`config.mk`:
```
export PLATFORM = sky130hd
export DESIGN_NAME = time_set_ctrl_flat
export DESIGN_NICKNAME = d
export VERILOG_FILES = /design/src/rtl/time_set_ctrl_if.sv /design/src/rtl/time_set_ctrl.sv /design/src/flat_wrapper.sv
export SDC_FILE = /design/constraint.sdc
export NUM_CORES = 1
export LEC_CHECK = 0
export ABC_AREA = 1
export ABC_CLOCK_PERIOD_IN_PS = 1900
export BUFFER_PORTS_ARGS = -buffer_cell sky130_fd_sc_hd__buf_4
export CORE_MARGIN = 1.5
export CORE_UTILIZATION = 50
export CTS_CLUSTER_DIAMETER = 120
export DETAILED_ROUTE_END_ITERATION = 8
export HOLD_SLACK_MARGIN = 0.03
export PLACE_DENSITY = 0.73
export SLEW_MARGIN = 20
export SYNTH_ARGS = -nofsm -noshare
export SYNTH_HDL_FRONTEND = slang
export SYNTH_SLANG_ARGS = --single-unit
```
`constraint.sdc`:
```
create_clock -name clk -period 1.9 [get_ports clk]
set_input_delay 0.38 -clock clk [delete_from_list [all_inputs] [get_ports clk]]
set_output_delay 0.38 -clock clk [all_outputs]
set_load 0.005 [all_outputs]
```
`src/rtl/time_set_ctrl_if.sv`:
```
// Button, live-time and load-bus signals between the time-set controller and its
// surroundings (button synchronizers, downstream hh:mm:ss counter).
interface time_set_ctrl_if;
    logic       btn_mode;
    logic       btn_inc;
    logic       btn_dec;
    logic       btn_cancel;
    logic [4:0] hours_cur;
    logic [5:0] mins_cur;
    logic [5:0] secs_cur;
    logic [4:0] hours_o;
    logic [5:0] mins_o;
    logic [5:0] secs_o;
    logic       start;
    logic       edit_active;
    logic [1:0] field_sel;

    modport master (
        output btn_mode, btn_inc, btn_dec, btn_cancel,
        output hours_cur, mins_cur, secs_cur,
        input  hours_o, mins_o, secs_o, start, edit_active, field_sel
    );

    modport slave (
        input  btn_mode, btn_inc, btn_dec, btn_cancel,
        input  hours_cur, mins_cur, secs_cur,
        output hours_o, mins_o, secs_o, start, edit_active, field_sel
    );
endinterface

```
`src/rtl/time_set_ctrl.sv`:
```
// Button-driven editor for an hh:mm:ss counter: edits hours, minutes, seconds in turn
// and issues a one-cycle load strobe on commit.
module time_set_ctrl #(
    parameter int HOUR_MOD  = 24,
    parameter bit SEED_LIVE = 1'b1
) (
    input logic           clk,
    input logic           reset,
    time_set_ctrl_if.slave bus
);

    localparam logic [2:0] ST_IDLE   = 3'd0;
    localparam logic [2:0] ST_EDIT_H = 3'd1;
    localparam logic [2:0] ST_EDIT_M = 3'd2;
    localparam logic [2:0] ST_EDIT_S = 3'd3;
    localparam logic [2:0] ST_COMMIT = 3'd4;

    localparam logic [4:0] H_MAX  = 5'(HOUR_MOD - 1);
    localparam logic [5:0] H_MOD6 = 6'(HOUR_MOD);
    localparam logic [5:0] S_MAX  = 6'd59;

    logic [2:0] state, state_nxt;
    logic [3:0] btn_hist;
    logic [3:0] btn_now;
    logic [3:0] btn_edge;
    logic       cancel_e, mode_e, inc_e, dec_e;
    logic [4:0] hours_r, hours_nxt;
    logic [5:0] mins_r, mins_nxt;
    logic [5:0] secs_r, secs_nxt;

    function automatic logic [4:0] step_hour(input logic [4:0] v, input logic up);
        if (up) step_hour = (v >= H_MAX) ? 5'd0 : v + 5'd1;
        else    step_hour = (v == 5'd0) ? H_MAX : v - 5'd1;
    endfunction

    function automatic logic [5:0] step_sixty(input logic [5:0] v, input logic up);
        if (up) step_sixty = (v >= S_MAX) ? 6'd0 : v + 6'd1;
        else    step_sixty = (v == 6'd0) ? S_MAX : v - 6'd1;
    endfunction

    function automatic logic [5:0] clamp_sixty(input logic [5:0] v);
        clamp_sixty = (v > S_MAX) ? 6'd0 : v;
    endfunction

    // History resets to all-ones so a button held through reset release is not an edge.
    assign btn_now  = {bus.btn_cancel, bus.btn_mode, bus.btn_inc, bus.btn_dec};
    assign btn_edge = btn_now & ~btn_hist;
    assign cancel_e = btn_edge[3];
    assign mode_e   = btn_edge[2];
    assign inc_e    = btn_edge[1];
    assign dec_e    = btn_edge[0];

    always_comb begin
        state_nxt = state;
        hours_nxt = hours_r;
        mins_nxt  = mins_r;
        secs_nxt  = secs_r;
        case (state)
            ST_IDLE: begin
                if (mode_e) begin
                    state_nxt = ST_EDIT_H;
                    if (SEED_LIVE) begin
                        hours_nxt = ({1'b0, bus.hours_cur} >= H_MOD6) ? 5'd0 : bus.hours_cur;
                        mins_nxt  = clamp_sixty(bus.mins_cur);
                        secs_nxt  = clamp_sixty(bus.secs_cur);
                    end else begin
                        hours_nxt = 5'd0;
                        mins_nxt  = 6'd0;
                        secs_nxt  = 6'd0;
                    end
                end
            end
            ST_EDIT_H, ST_EDIT_M, ST_EDIT_S: begin
                if (cancel_e) begin
                    state_nxt = ST_IDLE;
                end else if (mode_e) begin
                    state_nxt = state + 3'd1;
                end else if (inc_e ^ dec_e) begin
                    // Simultaneous inc and dec cancel out; otherwise step the selected field.
                    if (state == ST_EDIT_H)      hours_nxt = step_hour(hours_r, inc_e);
                    else if (state == ST_EDIT_M) mins_nxt  = step_sixty(mins_r, inc_e);
                    else                         secs_nxt  = step_sixty(secs_r, inc_e);
                end
            end
            ST_COMMIT: state_nxt = ST_IDLE;
            default:   state_nxt = ST_IDLE;
        endcase
    end

    always_ff @(posedge clk or posedge reset) begin
        if (reset) begin
            state    <= ST_IDLE;
            btn_hist <= 4'hF;
            hours_r  <= 5'd0;
            mins_r   <= 6'd0;
            secs_r   <= 6'd0;
        end else begin
            state    <= state_nxt;
            btn_hist <= btn_now;
            hours_r  <= hours_nxt;
            mins_r   <= mins_nxt;
            secs_r   <= secs_nxt;
        end
    end

    // Status outputs decode from the state register only.
    always_comb begin
        bus.field_sel = 2'b00;
        case (state)
            ST_EDIT_H: bus.field_sel = 2'b01;
            ST_EDIT_M: bus.field_sel = 2'b10;
            ST_EDIT_S: bus.field_sel = 2'b11;
            default:   bus.field_sel = 2'b00;
        endcase
    end

    assign bus.start       = (state == ST_COMMIT);
    assign bus.edit_active = (state == ST_EDIT_H) || (state == ST_EDIT_M) || (state == ST_EDIT_S);
    assign bus.hours_o     = hours_r;
    assign bus.mins_o      = mins_r;
    assign bus.secs_o      = secs_r;

endmodule

```
`src/flat_wrapper.sv`:
```
// flat-port wrapper written by rule: the top's interface ports become plain ports
module time_set_ctrl_flat 
#(
    parameter int HOUR_MOD  = 24,
    parameter bit SEED_LIVE = 1'b1
)
  (clk, reset, bus_btn_mode, bus_btn_inc, bus_btn_dec, bus_btn_cancel, bus_hours_cur, bus_mins_cur, bus_secs_cur, bus_hours_o, bus_mins_o, bus_secs_o, bus_start, bus_edit_active, bus_field_sel);
  time_set_ctrl_if bus_i ();
  input logic clk;
  input logic reset;
  input wire logic [$bits(bus_i.btn_mode)-1:0] bus_btn_mode;
  input wire logic [$bits(bus_i.btn_inc)-1:0] bus_btn_inc;
  input wire logic [$bits(bus_i.btn_dec)-1:0] bus_btn_dec;
  input wire logic [$bits(bus_i.btn_cancel)-1:0] bus_btn_cancel;
  input wire logic [$bits(bus_i.hours_cur)-1:0] bus_hours_cur;
  input wire logic [$bits(bus_i.mins_cur)-1:0] bus_mins_cur;
  input wire logic [$bits(bus_i.secs_cur)-1:0] bus_secs_cur;
  output wire logic [$bits(bus_i.hours_o)-1:0] bus_hours_o;
  output wire logic [$bits(bus_i.mins_o)-1:0] bus_mins_o;
  output wire logic [$bits(bus_i.secs_o)-1:0] bus_secs_o;
  output wire logic [$bits(bus_i.start)-1:0] bus_start;
  output wire logic [$bits(bus_i.edit_active)-1:0] bus_edit_active;
  output wire logic [$bits(bus_i.field_sel)-1:0] bus_field_sel;
  assign bus_i.btn_mode = bus_btn_mode;
  assign bus_i.btn_inc = bus_btn_inc;
  assign bus_i.btn_dec = bus_btn_dec;
  assign bus_i.btn_cancel = bus_btn_cancel;
  assign bus_i.hours_cur = bus_hours_cur;
  assign bus_i.mins_cur = bus_mins_cur;
  assign bus_i.secs_cur = bus_secs_cur;
  assign bus_hours_o = bus_i.hours_o;
  assign bus_mins_o = bus_i.mins_o;
  assign bus_secs_o = bus_i.secs_o;
  assign bus_start = bus_i.start;
  assign bus_edit_active = bus_i.edit_active;
  assign bus_field_sel = bus_i.field_sel;
  time_set_ctrl #(.HOUR_MOD(HOUR_MOD), .SEED_LIVE(SEED_LIVE)) u_core (.clk(clk), .reset(reset), .bus(bus_i));
endmodule
```
# After elaboration in Yosys (flattened, before gate mapping)
# Index checks and enable logic that the tools add are counted.
totals:
  ff_bits: 24
  out_inout_bits: 21
  word_cells: 83
op_classes:
  add_sub_neg: 7
  order_cmp: 6
  n_eq_ne: 13
  muxes: 37
  bitwise_logic: 3
  reduce_logical: 12
ops:
  columns: ["op", "n"]
  rows:
  - ["$mux W6", 20]
  - ["$mux W5", 9]
  - ["$pmux W6 S2", 2]
  - ["$reduce_and A7 Y1", 2]
  - ["$add A6 B1 Y6 const B", 2]
  - ["$ge A6 B6 Y1 const B", 2]
  - ["$gt A6 B6 Y1 const B", 2]
  - ["$logic_not A6 Y1", 2]
  - ["$sub A6 B1 Y6 const B", 2]
  - ["$ge A5 B5 Y1 const B", 2]
  - ["$pmux W5 S2", 1]
  - ["$mux W3", 3]
  - ["$ne A2 B1 Y1 const B", 4]
  - ["$ne A2 B2 Y1 const B", 4]
  - ["$eq A3 B2 Y1 const B", 2]
  - ["$pmux W2 S3", 1]
  - ["$pmux W3 S2", 1]
  - ["$reduce_and A6 Y1", 1]
  - ["$add A5 B1 Y5 const B", 1]
  - ["$logic_not A5 Y1", 1]
  - ["$sub A5 B1 Y5 const B", 1]
  - ["$and A4 B4 Y4", 1]
  - ["$not A4 Y4", 1]
  - ["$add A3 B1 Y3 const B", 1]
  - ["other kinds (9)", 10]

# Depth between registers and ports, before layout
# Gate-level depths: netlist of the first run.
logic_depth:
  ltp_word: 9
  mapped_depth: 11

# Worst setup path after synthesis of the first run
# OpenSTA, ideal clock, no wires.
synth_path:
  kind: "register -> register"
  from: "reg u_core.state[1]"
  to: "reg u_core.hours_r[4], in the netlist u_core.bus.hours_o[4]"
  arrival_ns: 1.412
  required_time_ns: 1.783
  slack_ns: 0.371
  path_stages_with_launch: 11
  path_buffers: 0
  cell_sequence: "dfrtp_1 -> inv_1 -> ha_1 -> nand2_2 -> nand2_4 -> nand3_2 -> nand2_1 -> nor2_4 -> inv_2 -> nand2_1 -> nand2_1"
synth_via:
  elab_chain_cells: 4
synth_lines:
  columns: ["item", "line", "source"]
  rows:
  - ["from (decl)", "time_set_ctrl.sv:22", "logic [2:0] state, state_nxt;"]
  - ["from (signal assigned)", "time_set_ctrl.sv:98", "state <= state_nxt;"]
  - ["$eq A3 B2 Y1 or $eq A3 B1 Y1 (tied branches)", "time_set_ctrl.sv:58, time_set_ctrl.sv:80", null]
  - ["$reduce_or A3 Y1", "time_set_ctrl.sv:58", "case (state)"]
  - ["$ne A2 B1 Y1 (no source line), or another cell as far along", null, null]
  - ["$reduce_and A6 Y1 (no source line)", null, null]
  - ["to (signal assigned)", "time_set_ctrl.sv:100", "hours_r <= hours_nxt;"]
  - ["to (decl)", "time_set_ctrl.sv:27", "logic [4:0] hours_r, hours_nxt;"]
# Several ways; a longest one is shown, not always the timed one.
# A chain may end at the register's enable or synchronous reset.

# Worst setup path in the final report of the first run
layout_path:
  from: "reg u_core.state[1]"
  to: "out bus_edit_active"
layout_via:
  elab_chain_cells: 3
layout_lines:
  columns: ["item", "line", "source"]
  rows:
  - ["$eq A3 B1 Y1 or $eq A3 B2 Y1 (tied branches)", "time_set_ctrl.sv:118", "assign bus.edit_active = (state == ST_EDIT_H) || (state == ST_EDIT_M) || (state == ST_EDIT_S);"]
  - ["$logic_or A1 B1 Y1", "time_set_ctrl.sv:118", null]
  - ["$logic_or A1 B1 Y1 (*)", "time_set_ctrl.sv:118", null]
  - ["to (decl)", "flat_wrapper.sv:22", "output wire logic [$bits(bus_i.edit_active)-1:0] bus_edit_active;"]
# Every way passes the cells marked *; elsewhere a longest branch is shown, timed or not.

==> results of run 1 <==
[critical path, delay by kind of cell, from the launching register on]
family	cells	cell delay, ns
fa+ha+maj	1	0.21
buf+inv	3	0.28
flops	1	0.40
simple gates	3	0.24
[kinds of logic (layout without fill, tap and decap cells)]
family	count (synthesis)	count (layout)
fa+ha+maj	13	13
flops	24	24
simple gates	239	239
compound gates	27	27
buf+inv	52	96
xor+xnor	4	4
[where the power goes]
part	switching [mW]	internal [mW]	total (mW)
Combinational	1.75	1.24	2.99
Clock	0.180	0.282	0.463
Sequential	0.389	0.720	1.11
Total	2.32	2.24	4.56
[sequential cells by signal, indices dropped and copies added (netlist names)]
name	cells
u_core.bus.hours_o	5
u_core.bus.secs_o	6
u_core.bus.mins_o	6
u_core.btn_hist	4
u_core.state	3
[synth_stat cells]
cell / instances
nor2_1: 28
a31oi_4: 1
a21oi_1: 8
o21ai_1: 3
nand3_2: 2
nor2_4: 3
nand3_1: 51
nand2_4: 1
nand4_1: 11
nor2_2: 1
inv_1: 39
nand2_1: 134
a21oi_2: 1
ha_1: 13
inv_2: 4
buf_1: 1
o21ai_0: 11
nand3b_1: 1
or2_2: 1
dfstp_2: 4
o21ai_2: 1
buf_2: 7
xor2_1: 4
a21boi_0: 1
nand3_4: 1
buf_4: 1
dfrtp_1: 20
a21oi_4: 1
nand2_2: 5
[timing repair]
action                                  CTS  global route
buffers inserted                          0             2
endpoints found under the setup margin    0            12
gates resized for setup                   0             1
hold endpoints to repair                  0             0
[path summary, 6_finish.rpt]
kind	startpoint	end	slack, ns	cells after the start
setup / recovery	u_core.state[1]	bus_edit_active	0.11	7
hold / removal	reset	u_core.state[0]	0.15	3
setup reg to reg	u_core.state[1]	u_core.bus.hours_o[2]	0.21	10
hold reg to reg	u_core.bus.mins_o[5]	u_core.bus.mins_o[5]	0.59	2
max in group asynchronous	reset	u_core.btn_hist[1]	1.45	3
min in group clk	bus_btn_mode	u_core.btn_hist[2]	0.22	1
[cell type report]
type | instances | area (sq um) | area share, %
multi-input combinational | 283 | 1440 | 53.0
sequential | 24 | 607 | 22.4
timing repair buffer | 49 | 368 | 13.6
inverter | 43 | 161 | 5.96
tap | 52 | 65.1 | 2.40
clock buffer | 3 | 41.3 | 1.52
clock inverter | 1 | 30.0 | 1.11
[per-layer routing]
layer  share of wire (%)  up-vias  GRT usage [%]
li1                    -     1234              -
met1                  46     1051           29.5
met2                  49       46           41.3
met3                 3.7        4           2.60
met4                0.76        0           5.77
met5                   0        -              0
==> results.py, run 1 <==
metrics = {
    "timing": {
        "worst_pin_slew_ns": 0.415,
        "timing.final.ws_setup_ns": 0.113,
        "setup_viol_count_final": 0,
        "fin_skew_ns": 0.00461,
        "hold_viol_final": 0,
        "post-route-period-util_pct": 94.0,
        "fin_hold_ws_ns": 0.149,
        "finalMaxSlewViolations": 0,
        "rsz0062_at_grt": "false",
        "fmax_mhz": 560,
        "slew-limit-headroom_pct": 72.3,
        "setup_tns_ns": 0,
        "fin_crit_ns": 1.79,
    },
    "cts": {
        "h-tree-depth": 1,
        "clockBufferDepth": 2,
        "cts-buffers-inserted": 3,
        "cts_sinks": 24,
        "holdBufCountCts": 0,
        "worstSkewPairLatency_ns": 0.27,
        "clkTransAtPathRegs_ns": 0.09,
        "cts_tree": "yes",
        "ctsRootBufferMaster": "clkbuf_8",
    },
    "yosys": {
        "yosysTopAreaCell": "nand2_1",
        "syn_inst": 359,
        "synthAdderAreaFrac_pct": 7.23,
        "synth_compound_area_share_pct": 7.68,
        "synth_mux_area_share_pct": 0,
        "yosys.area_share.simple_pct": 47.4,
        "syn_area_sq_um": 2250,
        "synth_xor_area_share_pct": 1.56,
        "ys_seq_elements": 24,
        "yosys_warnings": 0,
        "synth_top_family_by_area": "simple AND/OR/NAND/NOR gates",
        "synth_top_area_share_pct": 22.4,
        "ys_types": 29,
        "synth_top_cells_by_area": "nand2_1 22%, dfrtp_1 22%, nand3_1 11%, ha_1 7.2%, inv_1 6.5%",
        "yosysSeqAreaShare_pct": 26.9,
        "syn_nets": 395,
        "synth.avg_cell_area_sq_um": 6.27,
    },
    "job": {
        "cap_violations": 0,
    },
    "critical_path": {
        "cp.required_ns": 1.52,
        "startpoint_type": "register",
        "critPathSlowestCell": "dfrtp_2",
        "arrival_ns": 1.41,
        "crit_path_max_incr_delay_ns": 0.40,
        "crit_type": "reg2out",
        "cp_max_fo": 5,
        "cp-end-kind": "output pin",
        "path_cells": "inv_1 -> ha_1 -> nand2_2 -> nand2_1 -> inv_1 -> nand2_1 -> buf_4",
    },
    "final_layout": {
        "final_common_cell": "nand2_1",
        "antennaDiodeCount": 0,
        "layout_common_cells": "134 x nand2_1, 51 x nand3_1, 49 x buf_4, 39 x inv_1, 28 x nor2_1",
        "drive_gt1_share_pct": 19.9,
        "layout.nets": 440,
        "finish.utilization_pct": 62.2,
        "syn_to_final_growth_pct": 20.4,
        "final_cells": 455,
        "fill_cells": 426,
        "stdcell_area_sq_um": 2710,
    },
    "floorplan": {
        "core_area_sq_um": 4350,
        "core.rowCount": 24,
        "die_w_um": 70.1,
        "ios": 44,
        "start_util_pct": 51.7,
        "fp.dieArea_sq_um": 4910,
        "die_h_um": 70.1,
    },
    "drt": {
        "wire_per_inst_um": 11.6,
        "dr.pass1.iters": 4,
        "viasPerCell": 5.13,
        "drtAntennaViolNets": 0,
        "num_vias": 2335,
        "drtIter0Drc": 162,
        "drc": 0,
        "routed_wl_um": 5280,
    },
    "global_route": {
        "grt_usage_pct": 23.0,
        "antenna_found_initial": 0,
        "grt_pass1_wl_um": 9360,
        "grt_pass1_vias": 2201,
        "globalRouteOverflowTotal": 0,
        "grt_max_degree": 25,
    },
    "place": {
        "gp_congestion": 0.891,
        "place_area_sq_um": 2620,
        "dp_slack_ns": 0.136,
        "place_inst": 449,
        "dp_hpwl_um": 4050,
        "portBuffers": 43,
    },
    "power": {
        "p_total_mw": 4.56,
        "vdd_ir_drop_max_mv": 0.644,
        "p_leak_nw": 1.52,
        "power.density_nw_per_um2": 1680,
    },
    "worst_hold_path": {
        "min_path_type": "in2async",
    },
    "status": {
        "outcome": "complete, no violations",
    },
}
Power figures use the tool's default switching activity.
==> inputs of run 2 (changes only) <==
ABC_CLOCK_PERIOD_IN_PS = 1780   (was 1900)
clock period = 1.78 ns   (was 1.9 ns; I/O delays follow)
==> results.py, run 2 (synthesized netlist as in run 1, its figures left out) <==
metrics = {
    "critical_path": {
        "startpoint_type": "register",
        "cp.required_ns": 1.42,
        "regToRegSetupSlack_ns": 0.10,
        "arrival_ns": 1.37,
        "rr_worst_depth": 10,
        "crit_end": "bus_field_sel[0]",
        "crit_type": "reg2out",
        "cp-end-kind": "output pin",
        "r2r_start": "u_core.state[1]",
        "critPathLaunch": "u_core.state[1]",
        "cp_max_fo": 3,
        "r2r_end": "u_core.bus.hours_o[1]",
    },
    "timing": {
        "finalMaxSlewViolations": 0,
        "fin_crit_ns": 1.73,
        "slew-limit-headroom_pct": 73.3,
        "rsz0062_at_grt": "true",
        "setup_viol_count_final": 0,
        "setup_tns_ns": 0,
        "post-route-period-util_pct": 96.9,
        "hold_viol_final": 0,
        "worst_pin_slew_ns": 0.400,
        "fmax_mhz": 580,
        "fin_skew_ns": 0.00396,
    },
    "final_layout": {
        "final_common_cell": "nand2_1",
        "seq_area_sq_um": 606,
        "antennaDiodeCount": 0,
        "drive_gt1_share_pct": 21.7,
        "multiInputGateArea_sq_um": 1460,
        "layout_common_cells": "134 x nand2_1, 51 x nand3_1, 51 x buf_4, 37 x inv_1, 27 x nor2_1",
        "stdcell_area_sq_um": 2740,
        "fill_cells": 417,
        "syn_to_final_growth_pct": 21.9,
        "layout.nets": 443,
    },
    "job": {
        "cap_violations": 0,
    },
    "global_route": {
        "grt_usage_pct": 23.7,
        "grt_max_degree": 25,
        "globalRouteOverflowTotal": 0,
        "grt_pass1_wl_um": 9710,
        "antenna_found_initial": 0,
        "grt_pass1_vias": 2247,
    },
    "drt": {
        "drc": 0,
        "drtAntennaViolNets": 0,
        "dr.pass1.iters": 4,
        "wire_per_inst_um": 11.7,
        "routed_wl_um": 5340,
        "viasPerCell": 5.16,
        "drtIter0Drc": 187,
        "num_vias": 2363,
    },
    "cts": {
        "clockBufferDepth": 2,
        "ctsRootBufferMaster": "clkbuf_8",
        "cts_sinks": 24,
        "clkTransAtPathRegs_ns": 0.09,
        "h-tree-depth": 1,
        "holdBufCountCts": 0,
        "cts-buffers-inserted": 3,
        "cts_tree": "yes",
        "worstSkewPairLatency_ns": 0.26,
    },
    "floorplan": {
        "die_h_um": 70.1,
        "ios": 44,
        "core_area_sq_um": 4350,
        "core.rowCount": 24,
        "start_util_pct": 51.7,
        "fp.dieArea_sq_um": 4910,
        "die_w_um": 70.1,
    },
    "power": {
        "p_leak_nw": 1.53,
        "vdd_ir_drop_max_mv": 0.850,
        "power.density_nw_per_um2": 1760,
    },
    "worst_hold_path": {
        "min_path_type": "in2async",
    },
    "status": {
        "outcome": "complete, no violations",
    },
    "place": {
        "place_area_sq_um": 2640,
        "gp_congestion": 0.935,
        "dp_hpwl_um": 4060,
        "portBuffers": 43,
    },
}
[run 2: cell count changes in the layout (fill, tap and decap cells not counted), moves of 2 or more]
cell / change
buf_4: +2
ha_1: -3
ha_2: +3
inv_1: -2
inv_2: +2
nand3_2: -2
nand3_4: +2
[run 2: how the worst min path moves through the flow]
stage,slack (ns),to,start
finish,0.13,u_core.state[0],reset
global route,0.17,u_core.state[0],reset
CTS,0.14,u_core.state[0],reset
detailed placement,0.44,u_core.state[0],reset
global placement,0.43,u_core.state[0],reset
floorplan,0.36,u_core.btn_hist[0],bus_btn_dec
[run 2: area by class of cell]
class | instances | share of cell area [%]
clock buffers | 4 | 2.01
inverters | 43 | 5.89
multi-input cells | 283 | 53.3
flip-flops and latches | 24 | 22.1
well taps | 52 | 2.37
repair buffers | 52 | 14.4
[run 2: worst max-delay path: stages (launching register included)]
cell and delay (ns):
dfrtp_1 0.40, buf_6 0.13, ha_2 0.16, ha_2 0.17, inv_2 0.05, o21ai_1 0.06, buf_4 0.14
[run 2: per-stage QoR]
stage | hold WS (ns) | setup WS (ns) | util, % | instances | power (mW)
6_report | 0.135 | 0.0544 | 63.0 | 458 | 4.84
5_1_grt | 0.172 | -0.0299 | 63.0 | 458 | 5.47
4_1_cts | 0.140 | 0.00726 | 62.3 | 457 | 4.78
3_5_place_dp | 0.438 | 0.119 | 60.7 | 452 | 4.37
3_3_place_gp | 0.429 | 0.173 | 60.7 | 452 | 4.33
2_1_floorplan | 0.360 | 0.251 | - | 359 | 3.46
[run 2: power by group]
part	total [mW]	leakage, nW	switching [mW]	internal (mW)
sequential	1.18	0.293	0.414	0.767
combinational	3.28	1.21	1.91	1.37
clock	0.373	0.0288	0.176	0.197
total	4.84	1.53	2.50	2.33
[run 2: what timing repair did]
action / in CTS / in global routing
endpoints found under the setup margin: 2 / 10
endpoints found under the hold margin: 0 / 0
pin swaps: 1 / 1
setup buffers: 1 / 1
resized for setup: 3 / 7
[run 2: layer usage]
layer	share of wire, %	GRT usage (%)	vias to the layer above
li1	-	-	1235
met1	46	32.0	1057
met2	48	40.7	61
met3	4.5	2.16	10
met4	1.8	6.62	0
met5	0	0	-
==> inputs of run 3 (changes only) <==
CAP_MARGIN = 0   (was default)
CORE_MARGIN = default   (was 1.5)
CTS_CLUSTER_SIZE = 10   (was default)
==> results.py, run 3 (synthesized netlist as in run 1, its figures left out) <==
metrics = {
    "status": {
        "outcome": "complete, no violations",
    },
    "final_layout": {
        "layout_common_cells": "133 x nand2_1, 51 x nand3_1, 50 x buf_4, 35 x inv_1, 28 x nor2_1",
        "final_common_cell": "nand2_1",
        "syn_to_final_growth_pct": 22.2,
        "antennaDiodeCount": 0,
        "finish.utilization_pct": 63.6,
        "layout.nets": 442,
        "drive_gt1_share_pct": 23.0,
        "seq_area_sq_um": 608,
        "multiInputGateArea_sq_um": 1460,
        "fill_cells": 398,
    },
    "power": {
        "power.density_nw_per_um2": 1810,
        "vdd_ir_drop_max_mv": 0.876,
        "p_leak_nw": 1.52,
        "p_total_mw": 4.98,
    },
    "timing": {
        "fmax_mhz": 574,
        "fin_crit_ns": 1.74,
        "worst_pin_slew_ns": 0.407,
        "slew-limit-headroom_pct": 72.9,
        "finalMaxSlewViolations": 0,
        "setup_viol_count_final": 0,
        "hold_viol_final": 0,
        "fin_skew_ns": 0.00897,
        "rsz0062_at_grt": "true",
        "post-route-period-util_pct": 97.8,
    },
    "floorplan": {
        "die_w_um": 69.1,
        "die_h_um": 69.1,
        "fp.dieArea_sq_um": 4770,
        "start_util_pct": 52.0,
        "ios": 44,
        "core_area_sq_um": 4320,
        "core.rowCount": 24,
    },
    "drt": {
        "viasPerCell": 5.21,
        "drc": 0,
        "drtIter0Drc": 192,
        "dr.pass1.iters": 4,
        "wire_per_inst_um": 11.9,
        "routed_wl_um": 5430,
        "num_vias": 2379,
        "drtAntennaViolNets": 0,
    },
    "place": {
        "dp_hpwl_um": 4050,
        "gp_congestion": 0.874,
        "portBuffers": 43,
    },
    "critical_path": {
        "arrival_ns": 1.39,
        "cp_max_fo": 3,
        "path_cells": "buf_6 -> ha_2 -> ha_2 -> inv_2 -> o21ai_2 -> buf_4",
        "crit_type": "reg2out",
        "cp.required_ns": 1.42,
        "cp-end-kind": "output pin",
        "startpoint_type": "register",
        "critPathSlowestCell": "dfrtp_1",
        "crit_path_max_incr_delay_ns": 0.40,
        "cpMostUsedCell": "ha_2",
    },
    "cts": {
        "cts_sinks": 24,
        "cts_tree": "yes",
        "clkTransAtPathRegs_ns": 0.10,
        "h-tree-depth": 1,
        "worstSkewPairLatency_ns": 0.28,
        "clockBufferDepth": 2,
        "ctsRootBufferMaster": "clkbuf_8",
        "holdBufCountCts": 0,
        "cts-buffers-inserted": 3,
    },
    "global_route": {
        "antenna_found_initial": 0,
        "grt_usage_pct": 23.8,
        "globalRouteOverflowTotal": 0,
        "grt_max_degree": 25,
        "grt_pass1_vias": 2230,
        "grt_pass1_wl_um": 9560,
    },
    "job": {
        "cap_violations": 0,
    },
    "worst_hold_path": {
        "min_path_type": "in2async",
    },
}
## run 3: changes by cell type in the layout (fill, tap and decap cells not counted), moves of 2 or more
| cell | change |
|---|---|
| inv_2 | +2 |
| nand3_2 | +2 |
| nand3_4 | -2 |
| dfrtp_1 | -2 |
| dfrtp_2 | +2 |
| inv_1 | -2 |
## run 3: path summary, 6_finish.rpt
kind | startpoint | to | slack, ns | cells after the start
hold / removal | reset | u_core.bus.hours_o[4] | 0.13 | 3
min in group clk | bus_btn_mode | u_core.btn_hist[2] | 0.19 | 1
setup / recovery | u_core.state[1] | bus_field_sel[0] | 0.04 | 6
setup reg to reg | u_core.state[1] | u_core.bus.hours_o[0] | 0.17 | 10
max in group asynchronous | reset | u_core.btn_hist[1] | 1.36 | 3
hold reg to reg | u_core.bus.mins_o[5] | u_core.bus.mins_o[5] | 0.58 | 2
## run 3: repair_timing
action,CTS,global route
resized for setup,2,13
pin swaps,1,1
endpoints found under the setup margin,1,6
endpoints found under the hold margin,0,0
buffers inserted,1,0
## run 3: critical path, delay by kind of cell, from the launching register on
kind,cells,cell delay (ns)
AOI/OAI and AO/OA,1,0.05
adders and majority gates,2,0.34
buffers and inverters,3,0.32
DFF,1,0.40
## run 3: cell type report
type,instances,area share [%]
clock buffers,3,1.50
clock inverters,1,1.09
inverters,43,5.87
multi-input cells,283,53.0
flip-flops and latches,24,22.1
well taps,52,2.37
repair buffers,51,14.1
## run 3: through the flow
step	hold slack (ns)	cells	setup TNS (ns)	instance area, sq um	setup WS [ns]
final	0.128	457	0	2750	0.0384
after global routing	0.152	457	-0.0230	2750	-0.0189
after CTS	0.136	457	0	2730	0.00211
after detailed placement	0.446	452	0	2640	0.155
after global placement	0.431	452	0	2640	0.169
after floorplan	0.360	359	0	2250	0.251
## run 3: per-layer routing
layer | share of wire [%] | global-route usage (%)
met5 | 0 | 0
met1 | 48 | 31.5
met2 | 48 | 41.7
met4 | 0.85 | 5.90
met3 | 3.5 | 2.05
## run 3: report_power, final
group | leakage (nW) | switching (mW) | internal (mW) | total [mW]
clock | 0.0357 | 0.197 | 0.301 | 0.499
combinational | 1.20 | 1.92 | 1.37 | 3.29
sequential | 0.290 | 0.423 | 0.771 | 1.19
